**src/rtl/wb_burst_gen_pkg.sv**
```systemverilog
// Shared definitions for the Wishbone burst generator.
//   state_t     : controller FSM states
//   MODE_*      : operation select encodings on the mode input
//   CTI_*       : Wishbone cycle-type identifiers driven on wb_cti_o
//   lfsr_taps() : Galois feedback mask (maximal length) for a data width
package wb_burst_gen_pkg;

  typedef enum logic [2:0] {
    IDLE,
    WAIT_INIT,
    WR,
    RD,
    DONE
  } state_t;

  localparam logic [1:0] MODE_WR       = 2'b00;
  localparam logic [1:0] MODE_RD       = 2'b01;
  localparam logic [1:0] MODE_WRRB     = 2'b10;
  localparam logic [1:0] MODE_WRRB_ALT = 2'b11;

  localparam logic [2:0] CTI_CLASSIC = 3'b000;
  localparam logic [2:0] CTI_INCR    = 3'b010;
  localparam logic [2:0] CTI_EOB     = 3'b111;

  // Right-shifting Galois masks: x^8+x^6+x^5+x^4+1, x^16+x^14+x^13+x^11+1,
  // x^32+x^22+x^2+x+1.
  function automatic logic [31:0] lfsr_taps(input int dw);
    case (dw)
      8:       return 32'h0000_00B8;
      16:      return 32'h0000_B400;
      default: return 32'h8020_0003;
    endcase
  endfunction

endpackage

```
**src/rtl/wb_burst_gen_lfsr.sv**
```systemverilog
// Galois LFSR that produces the write pattern / readback reference.
//   wb_clk_i, wb_rst_i : clock, synchronous active-high reset (q -> 0)
//   load, seed         : reload from seed (a zero seed becomes all ones)
//   advance            : step one position
//   q                  : current LFSR value
module wb_lfsr #(
  parameter int DW = 32
) (
  input  logic          wb_clk_i,
  input  logic          wb_rst_i,
  input  logic          load,
  input  logic [DW-1:0] seed,
  input  logic          advance,
  output logic [DW-1:0] q
);
  import wb_burst_gen_pkg::*;

  localparam logic [31:0]   TAPS_ALL = lfsr_taps(DW);
  localparam logic [DW-1:0] TAPS     = TAPS_ALL[DW-1:0];

  always_ff @(posedge wb_clk_i) begin
    if (wb_rst_i) begin
      q <= '0;
    end else if (load) begin
      // all-zero is the lock-up state of the register
      q <= (seed == '0) ? '1 : seed;
    end else if (advance) begin
      q <= (q >> 1) ^ (q[0] ? TAPS : '0);
    end
  end

endmodule

```
**src/rtl/wb_burst_gen.sv**
```systemverilog
// Wishbone burst master: writes an LFSR pattern, reads it back, or both,
// and counts readback mismatches. Guards every beat with an ack watchdog.
//   wb_clk_i, wb_rst_i     : clock, synchronous active-high reset
//   start, mode            : launch pulse, 00 wr / 01 rd / 1x wr+readback
//   base_addr, burst_len   : start byte address, beats per phase
//   seed                   : LFSR seed for each phase
//   init_done              : SDRAM controller ready
//   busy, done             : activity flag, one-cycle completion pulse
//   err_cnt, timeout       : saturating mismatch count, sticky ack timeout
//   wb_*                   : Wishbone master (incrementing bursts)
//
// state     | meaning
// IDLE      | waiting for start
// WAIT_INIT | request latched, waiting for init_done
// WR        | write burst (gap_q: one idle bus cycle after the last ack)
// RD        | read burst  (gap_q: one idle bus cycle after the last ack)
// DONE      | done pulse, back to IDLE
module wb_burst_gen #(
  parameter int DW     = 32,
  parameter int AW     = 26,
  parameter int BLW    = 8,
  parameter int TO_CYC = 1024
) (
  input  logic            wb_clk_i,
  input  logic            wb_rst_i,
  input  logic            start,
  input  logic [1:0]      mode,
  input  logic [AW-1:0]   base_addr,
  input  logic [BLW-1:0]  burst_len,
  input  logic [DW-1:0]   seed,
  input  logic            init_done,
  output logic            busy,
  output logic            done,
  output logic [15:0]     err_cnt,
  output logic            timeout,
  output logic            wb_cyc_o,
  output logic            wb_stb_o,
  output logic            wb_we_o,
  output logic [AW-1:0]   wb_addr_o,
  output logic [DW-1:0]   wb_dat_o,
  output logic [DW/8-1:0] wb_sel_o,
  output logic [2:0]      wb_cti_o,
  input  logic            wb_ack_i,
  input  logic [DW-1:0]   wb_dat_i
);
  import wb_burst_gen_pkg::*;

  localparam int              WDW       = (TO_CYC > 2) ? $clog2(TO_CYC) : 1;
  localparam logic [WDW-1:0]  WD_LOAD   = WDW'(TO_CYC - 1);
  localparam logic [AW-1:0]   ADDR_STEP = AW'(DW / 8);

  state_t         state, state_nxt;
  logic [1:0]     mode_q;
  logic [AW-1:0]  base_q;
  logic [BLW-1:0] len_q;
  logic [DW-1:0]  seed_q;
  logic [BLW-1:0] rem_q, rem_nxt;
  logic [WDW-1:0] wd_q;
  logic           gap_q, gap_nxt;
  logic           accept, beat, last_beat, wd_tc, rb_mode, phase_start;
  logic           cyc_nxt, we_nxt, busy_nxt, done_nxt;
  logic [2:0]     cti_nxt;

  assign accept    = (state == IDLE) && start;
  assign beat      = wb_cyc_o && wb_ack_i;
  assign last_beat = beat && (rem_q == BLW'(1));
  // an ack on the terminal cycle still completes the beat
  assign wd_tc     = wb_stb_o && !wb_ack_i && (wd_q == '0);
  assign rb_mode   = mode_q[1];

  // state register
  always_ff @(posedge wb_clk_i) begin
    if (wb_rst_i) state <= IDLE;
    else          state <= state_nxt;
  end

  // next state
  always_comb begin
    state_nxt = state;
    gap_nxt   = 1'b0;
    case (state)
      IDLE:      if (start) state_nxt = WAIT_INIT;
      WAIT_INIT: begin
        if (len_q == '0)    state_nxt = DONE;
        else if (init_done) state_nxt = (mode_q == MODE_RD) ? RD : WR;
      end
      WR, RD: begin
        if (gap_q)          state_nxt = (state == WR && rb_mode) ? RD : DONE;
        else if (wd_tc)     state_nxt = DONE;
        else if (last_beat) gap_nxt   = 1'b1;
      end
      DONE:      state_nxt = IDLE;
      default:   state_nxt = IDLE;
    endcase
  end

  assign phase_start = (state_nxt == WR || state_nxt == RD) && (state == WAIT_INIT || gap_q);

  always_comb begin
    rem_nxt = rem_q;
    if (phase_start) rem_nxt = len_q;
    else if (beat)   rem_nxt = rem_q - 1'b1;
  end

  // outputs, computed one cycle ahead so that every port is a flop
  always_comb begin
    cyc_nxt  = (state_nxt == WR || state_nxt == RD) && !gap_nxt;
    we_nxt   = cyc_nxt && (state_nxt == WR);
    busy_nxt = (state_nxt != IDLE);
    done_nxt = (state_nxt == DONE);
    cti_nxt  = CTI_CLASSIC;
    if (cyc_nxt) cti_nxt = (rem_nxt == BLW'(1)) ? CTI_EOB : CTI_INCR;
  end

  always_ff @(posedge wb_clk_i) begin
    if (wb_rst_i) begin
      wb_cyc_o <= 1'b0;
      wb_stb_o <= 1'b0;
      wb_we_o  <= 1'b0;
      wb_sel_o <= '0;
      wb_cti_o <= CTI_CLASSIC;
      busy     <= 1'b0;
      done     <= 1'b0;
    end else begin
      wb_cyc_o <= cyc_nxt;
      wb_stb_o <= cyc_nxt;
      wb_we_o  <= we_nxt;
      wb_sel_o <= cyc_nxt ? '1 : '0;
      wb_cti_o <= cti_nxt;
      busy     <= busy_nxt;
      done     <= done_nxt;
    end
  end

  always_ff @(posedge wb_clk_i) begin
    if (wb_rst_i) begin
      mode_q    <= MODE_WR;
      base_q    <= '0;
      len_q     <= '0;
      seed_q    <= '0;
      rem_q     <= '0;
      wd_q      <= WD_LOAD;
      gap_q     <= 1'b0;
      wb_addr_o <= '0;
      err_cnt   <= '0;
      timeout   <= 1'b0;
    end else begin
      if (accept) begin
        mode_q  <= (mode == MODE_WRRB_ALT) ? MODE_WRRB : mode;
        base_q  <= base_addr;
        len_q   <= burst_len;
        seed_q  <= seed;
        err_cnt <= '0;
        timeout <= 1'b0;
      end
      rem_q <= rem_nxt;
      gap_q <= gap_nxt;

      if (phase_start)  wb_addr_o <= base_q;
      else if (beat)    wb_addr_o <= wb_addr_o + ADDR_STEP;

      // watchdog is a down-counter; terminal count at zero
      if (phase_start || beat)        wd_q <= WD_LOAD;
      else if (wb_stb_o && wd_q != '0) wd_q <= wd_q - 1'b1;

      if (wd_tc) timeout <= 1'b1;

      if (beat && state == RD && rb_mode && wb_dat_i != wb_dat_o && err_cnt != 16'hFFFF)
        err_cnt <= err_cnt + 16'd1;
    end
  end

  wb_lfsr #(.DW(DW)) u_lfsr (
    .wb_clk_i (wb_clk_i),
    .wb_rst_i (wb_rst_i),
    .load     (phase_start),
    .seed     (seed_q),
    .advance  (beat),
    .q        (wb_dat_o)
  );

endmodule
```
**config.mk**
```make
export PLATFORM = sky130hd
export DESIGN_NAME = wb_burst_gen
export DESIGN_NICKNAME = d
export VERILOG_FILES = /design/src/rtl/wb_burst_gen_pkg.sv /design/src/rtl/wb_burst_gen_lfsr.sv /design/src/rtl/wb_burst_gen.sv
export SDC_FILE = /design/constraint.sdc
export NUM_CORES = 1
export LEC_CHECK = 0
export BUFFER_PORTS_ARGS = -buffer_cell sky130_fd_sc_hd__buf_4
export CORE_UTILIZATION = 50
export DETAILED_ROUTE_END_ITERATION = 16
export GPL_TIMING_DRIVEN = 0
export PLACE_DENSITY = 0.78
export SLEW_MARGIN = 20
export SYNTH_ARGS = -nofsm -noshare
export SYNTH_HDL_FRONTEND = slang
export SYNTH_SLANG_ARGS = --single-unit
```
**constraint.sdc**
```tcl
create_clock -name wb_clk_i -period 2.34 [get_ports wb_clk_i]
set_input_delay 0.234 -clock wb_clk_i [delete_from_list [all_inputs] [get_ports wb_clk_i]]
set_output_delay 0.234 -clock wb_clk_i [all_outputs]
set_load 0.01 [all_outputs]
```
**After elaboration in Yosys (flattened, before gate mapping)**

Cells that the tools add are included.
W data, S select, Z words.

- Input bits: 105
- Word-level logic and storage cells: 94
- Output and inout port bits: 87
- Bits in registers: 176

- Equal/unequal tests: 12
- Bitwise logic cells: 2
- $add $sub $neg: 4
- Mux-type cells: 27
- Reduce and logical (&&, ||, !) cells: 31

Operators by type and width:

| kind | number |
|---|---|
| $mux W32 | 4 |
| $mux W26 | 2 |
| $logic_not A32 Y1 | 1 |
| $mux W16 | 2 |
| $ne A32 B32 Y1 | 1 |
| $xor A31 B32 Y32 | 1 |
| $add A26 B3 Y26 const B | 1 |
| $mux W3 | 7 |
| $add A16 B1 Y16 const B | 1 |
| $eq A8 B1 Y1 const B | 2 |
| $mux W8 | 2 |
| $ne A16 B16 Y1 const B | 1 |
| $logic_and A1 B1 Y1 | 14 |
| $eq A3 B2 Y1 const B | 4 |
| $logic_not A10 Y1 | 1 |
| $reduce_bool A10 Y1 | 1 |
| $sub A10 B1 Y10 const B | 1 |
| $pmux W3 S3 | 1 |
| $logic_not A8 Y1 | 1 |
| $sub A8 B1 Y8 const B | 1 |
| $mux W1 | 7 |
| $reduce_bool A2 Y1 | 3 |
| $reduce_or A2 Y1 | 3 |
| $mux W4 | 1 |
| other kinds (10) | 13 |

**Longest topological paths before layout**

- Depth after elaboration: 12
- Depth in mapped cells: 8
- Gate-level depth less buffers: 8

**Cells and area by module**

A second synthesis with hierarchy kept.

- Cells, all modules: 982
- Area total of the unflattened synthesis: 8099.0 µm²

Modules (own cells, without submodules):

| module | sequential area each (µm²) | cells an instance | area each (µm²) | instances |
|---|---|---|---|---|
| wb_burst_gen | 2782.7 | 785 | 6399.9 | 1 |
| wb_lfsr | 640.6 | 197 | 1699.1 | 1 |

**Least setup slack after synthesis**

Ideal clock, no wire load.

- Path type: register -> register
- Start point: register wd_q[5]
- End point: register state[0]
- Buffers on the path: 0
- Cell stages (with the launch flop): 7
- Data arrival time: 1978 ps
- Period minus slack after synthesis: 2093 ps
- Required time: 2225 ps
- Setup time: 115 ps
- Path slack: 247 ps
- Path through: dfxtp_1 or4_4 or4_4 nand2_2 o21ai_2 a211o_1 and2_1

- Longest elaborated chain between the ends: 5

Ends and longest elaborated chain:

| element | RTL line | RTL |
|---|---|---|
| start, declared | wb_burst_gen.sv:58 | `logic [WDW-1:0] wd_q;` |
| start signal, assigned | wb_burst_gen.sv:164 | `else if (wb_stb_o && wd_q != '0) wd_q <= wd_q - 1'b1;` |
| $logic_not A10 Y1 | wb_burst_gen.sv:68 | `assign wd_tc = wb_stb_o && !wb_ack_i && (wd_q == '0);` |
| $logic_and A1 B1 Y1 | wb_burst_gen.sv:68 |  |
| $mux W3 | wb_burst_gen.sv:89 | `else if (wd_tc) state_nxt = DONE;` |
| $mux W3 | wb_burst_gen.sv:88 | `if (gap_q) state_nxt = (state == WR && rb_mode) ? RD : DONE;` |
| $pmux W3 S3 | wb_burst_gen.sv:81 | `case (state)` |
| end signal, assigned | wb_burst_gen.sv:74 | `else state <= state_nxt;` |
| end, declared | wb_burst_gen.sv:52 | `state_t state, state_nxt;` |

No other way between the ends.
A chain may end at the register's enable or synchronous reset.

**Final worst setup path**

- Start point: register state[2]
- End point: register wb_cti_o[0]

- Longest elaborated chain between the ends: 11
- Elaborated cells between the ends (all ways): 26
- Those cells by class: eq/ne (6); mux (10); bitwise (1); reduce/logical (9)

Ends and longest elaborated chain:

| element | RTL line | RTL |
|---|---|---|
| $eq A3 B2 Y1 | wb_burst_gen.sv:81, wb_burst_gen.sv:88 |  |
| $logic_and A1 B1 Y1 | wb_burst_gen.sv:88 |  |
| $mux W3 (2 in a row) | wb_burst_gen.sv:88 |  |
| $pmux W3 S3 | wb_burst_gen.sv:81 |  |
| $eq A3 B2 Y1 | wb_burst_gen.sv:97, wb_burst_gen.sv:107 |  |
| $logic_or A1 B1 Y1 | wb_burst_gen.sv:97, wb_burst_gen.sv:107 |  |
| $logic_and A1 B1 Y1 | wb_burst_gen.sv:97 | `assign phase_start = (state_nxt == WR \|\| state_nxt == RD) && (state == WAIT_INIT \|\| gap_q);` |
| $mux W8 | wb_burst_gen.sv:101 | `if (phase_start) rem_nxt = len_q;` |
| $eq A8 B1 Y1 | wb_burst_gen.sv:112 | `if (cyc_nxt) cti_nxt = (rem_nxt == BLW'(1)) ? CTI_EOB : CTI_INCR;` |
| $mux W3 | wb_burst_gen.sv:112 |  |
| end signal, assigned | wb_burst_gen.sv:129 | `wb_cti_o <= cti_nxt;` |
| end, declared | wb_burst_gen.sv:42 | `output logic [2:0] wb_cti_o,` |

Parallel ways exist; a longest one is shown, timed or not.

==> run_results.csv <==
group,metric,value,unit
outcome,status,"finished, final reports clean",
global_routing,overflow,0,
finish,seq_area,0.00343,sq mm
finish,fin_util,67.1,%
critical_path,crit_path_max_fanout,10,
synthesis,yosysMostFrequentCell,"nand2_1",
synthesis,syn_inst,981,
timing,finalSetupTns,0,ps
synthesis,synth_top_area_cell,"dfxtp_1",
power_and_ir_drop,intPower,5.56,mW
drt,drt-initial-drc-count,791,
finish,areaGrowthSynthToFinish,30.5,%
critical_path,timing.rr.end,"wb_cti_o[0]",
clock_network,root_buffer,"clkbuf_16",
finish,nNetsFinal,1300,
timing,rsz0062_at_grt,"true",
drt,drtPass1Iterations,7,
floorplanning,row_count,45,
clock_network,postCtsSetupBuffers,0,
clock_network,cts_buffer_depth,2,
floorplanning,dieHeight,127,microns
power_and_ir_drop,p_sw,2.00,mW
timing,slew_headroom,55.6,%
global_routing,grt_use_total,29.3,%
critical_path,crit_path_end_kind,"register",
timing,fin_crit_sh,99.1,%
critical_path,cpPeakStageDelay,470,ps
critical_path,worstReg2RegStart,"state[2]",
power_and_ir_drop,swShare,26.5,%
synthesis,async_flop_share,0,%
timing,setup_violations,0,
critical_path,crit_family,"compound AO/OA/AOI/OAI gates",
timing,tightest_slew,666,ps
timing,skew,7.30,ps
drt,drcViolationCount,0,
clock_network,clk_pin_slew_worst_paths,60,ps
critical_path,cp.buffers_inverters,2,
finish,multi_input_area,0.00411,sq mm
power_and_ir_drop,comb_power_share,16.0,%
hold_path,min-delay-start,"burst_len[3]",
drt,vias,7925,
synthesis,syn-num-nets,1092,
synthesis,netlist_top_cells_area,"dfxtp_1 44%, nand2_1 11%, xnor2_1 6.7%",
clock_network,cts_htree_levels,4,
floorplanning,core,0.0152,sq mm
timing,min_period,2320,ps
power_and_ir_drop,p_seq_share,44.1,%
synthesis,synth_edf_count,0,
power_and_ir_drop,leakagePower,4.00,nW
finish,design_area,0.0102,sq mm
synthesis,synth_top_area_share,43.8,%
clock_network,cts_tree,"done",
placement,place_congestion,0.896,
timing,final_max_slew_viol_count,0,
synthesis,ys_seq_elements,171,
critical_path,r2r_cells,8,
critical_path,critPathKind,"register to register",
drt,avgRoutedWirePerCell,16.9,microns
finish,fillCellCount,1312,
global_routing,grt_pass1_vias,7220,
critical_path,crit_path_start_kind,"register",
floorplanning,start_util,51.4,%
timing,timing.fmax,431,MHz
placement,dpl_cell_area,0.00948,sq mm
finish,diodes,0,
floorplanning,die_area,0.0161,sq mm
synthesis,netlist_top_cells_count,"231 x nand2_1, 171 x dfxtp_1, 84 x nor2_1",
power_and_ir_drop,power_density,741,mW/mm^2
critical_path,path_cells,"buf_2, nand2b_1, a311oi_1, a32o_1, clkbuf_1, nor2_1, nand4b_1, a21oi_1",
drt,routed_via_density,5.70,
global_routing,antenna_found_initial,0,
floorplanning,io_pins,192,
synthesis,yosysSeqAreaShare,43.8,%
floorplanning,die_w,127,microns
critical_path,cpMaxStageDelayCell,"clkbuf_1",
run,max_cap_violations,0,
finish,layout-drive-gt1-share,21.7,%
hold_path,holdPathStages,3,
global_routing,grt_pass1_wl,37000,microns
clock_network,clkLatencyLatePin,430,ps
hold_path,hold_class,"primary input to register",
global_routing,grt_start_max_net_pins,17,
synthesis,synthesis.area,0.00781,sq mm
synthesis,synthFlopType,"dfxtp_1",
placement,io_buffer_count,191,
synthesis,synth_cell_types,50,
synthesis,syn_avg_cell_area,7.96,sq um
hold_path,worst_hold_path.endpoint,"len_q[3]",
synthesis,yosysWarnings,0,
power_and_ir_drop,vdd_drop_max,613,uV
drt,routed_wl,23500,microns
critical_path,critPathRequiredTime,2660,ps
drt,ant_nets,0,
power_and_ir_drop,p_total,7.56,mW
critical_path,cp_data_arrival_time,2640,ps
clock_network,cts.sinks,171,
power_and_ir_drop,clock_power_share,39.9,%
placement,dpl.hpwl,17000,microns
clock_network,ctsHoldBuffers,0,
timing,hold_viol,0,
critical_path,worst-path-stages,8,
clock_network,cts_buffers,17,
critical_path,r2r_slack,20,ps
timing,whs,43.7,ps
==> layout make-up <==
class / count / share of cell area [%]
multi-input combinational: 724 / 40.3
sequential: 171 / 33.6
timing repair buffer: 191 / 14.1
clock buffer: 26 / 4.90
buffer: 68 / 2.95
tap: 188 / 2.31
clock inverter: 6 / 1.30
inverter: 16 / 0.589
==> logic make-up after synthesis <==
group           Yosys count  synth area share [%]
compound gates          192                  16.2
xor+xnor                 74                  8.30
fa+ha+maj                 6                 0.961
buf+inv                  86                  4.53
flops                   171                  43.8
mux                       1                 0.128
simple gates            451                  26.0
==> stage by stage <==
step	std cells	setup WS [ps]
3_5_place_dp	1360	-652
4_1_cts	1391	67.0
3_3_place_gp	1360	-628
6_report	1390	20.3
2_1_floorplan	981	247
5_1_grt	1390	-58.9
==> state kept, by name (all words and copies together) (netlist names) <==
| register | flops |
|---|---|
| wb_sel_o | 1 |
| wb_we_o | 1 |
| busy | 1 |
| u_lfsr.q | 32 |
| base_q | 26 |
| mode_q | 2 |
| wb_addr_o | 26 |
| gap_q | 1 |
| rem_q | 8 |
| done | 1 |
| len_q | 8 |
| seed_q | 32 |
| err_cnt | 16 |
| state | 3 |
| wb_cti_o | 2 |
| wd_q | 10 |
| timeout | 1 |
==> placed cells by master (no fill, tap or decap), drive strengths merged, types with 11 or more instances in the layout <==
| cell type | n |
|---|---|
| a211oi | 34 |
| a21oi | 82 |
| a311oi | 34 |
| buf | 205 |
| clkbuf | 80 |
| dfxtp | 171 |
| inv | 16 |
| nand2 | 232 |
| nand3 | 18 |
| nand4 | 20 |
| nor2 | 84 |
| nor3 | 27 |
| nor4 | 15 |
| o211ai | 11 |
| o21ai | 12 |
| xnor2 | 60 |
| xor2 | 14 |
==> power groups by stage <==
stage / clock, mW / combinational (mW) / sequential (mW)
3_3_place_gp: 0 / 1.15 / 3.38
6_report: 3.02 / 1.21 / 3.33
3_5_place_dp: 0 / 1.17 / 3.38
5_1_grt: 3.14 / 1.32 / 3.36
2_1_floorplan: 0 / 0.659 / 3.36
4_1_cts: 3.03 / 1.19 / 3.33
==> repair_timing <==
action | 4_1_cts | 5_1_grt
endpoints found under the hold margin | 0 | 0
setup endpoints to repair | 86 | 61
gates cloned | 0 | 0
gates resized for setup | 12 | 15
==> metal layers <==
layer  vias to the layer above  track usage [%]  part of all wire (%)
met5                         -                0                     0
met4                         0             10.8                   2.6
met3                        49             5.36                   7.4
met2                       342             49.2                    47
met1                      3717             37.7                    43
li1                       3817                -                     -
==> worst max path at each step <==
stage                 start     endpoint  slack, ps
5_1_grt            state[2]  wb_cti_o[0]        -60
6_report           state[2]  wb_cti_o[0]         20
2_1_floorplan       wd_q[5]     state[0]        250
4_1_cts        u_lfsr.q[15]   err_cnt[2]         70
3_3_place_gp    u_lfsr.q[0]   err_cnt[2]       -630
3_5_place_dp    u_lfsr.q[0]   err_cnt[2]       -650
==> worst reg2reg max path, delay by kind of cell, from the launching register on <==
family                 cells  cell delay, ps
buffers and inverters      2             630
AND/OR/NAND/NOR            3             510
AO/OA/AOI/OAI              3             770
flip-flops                 1             290
Note: power is estimated with default switching activity, not from simulation.
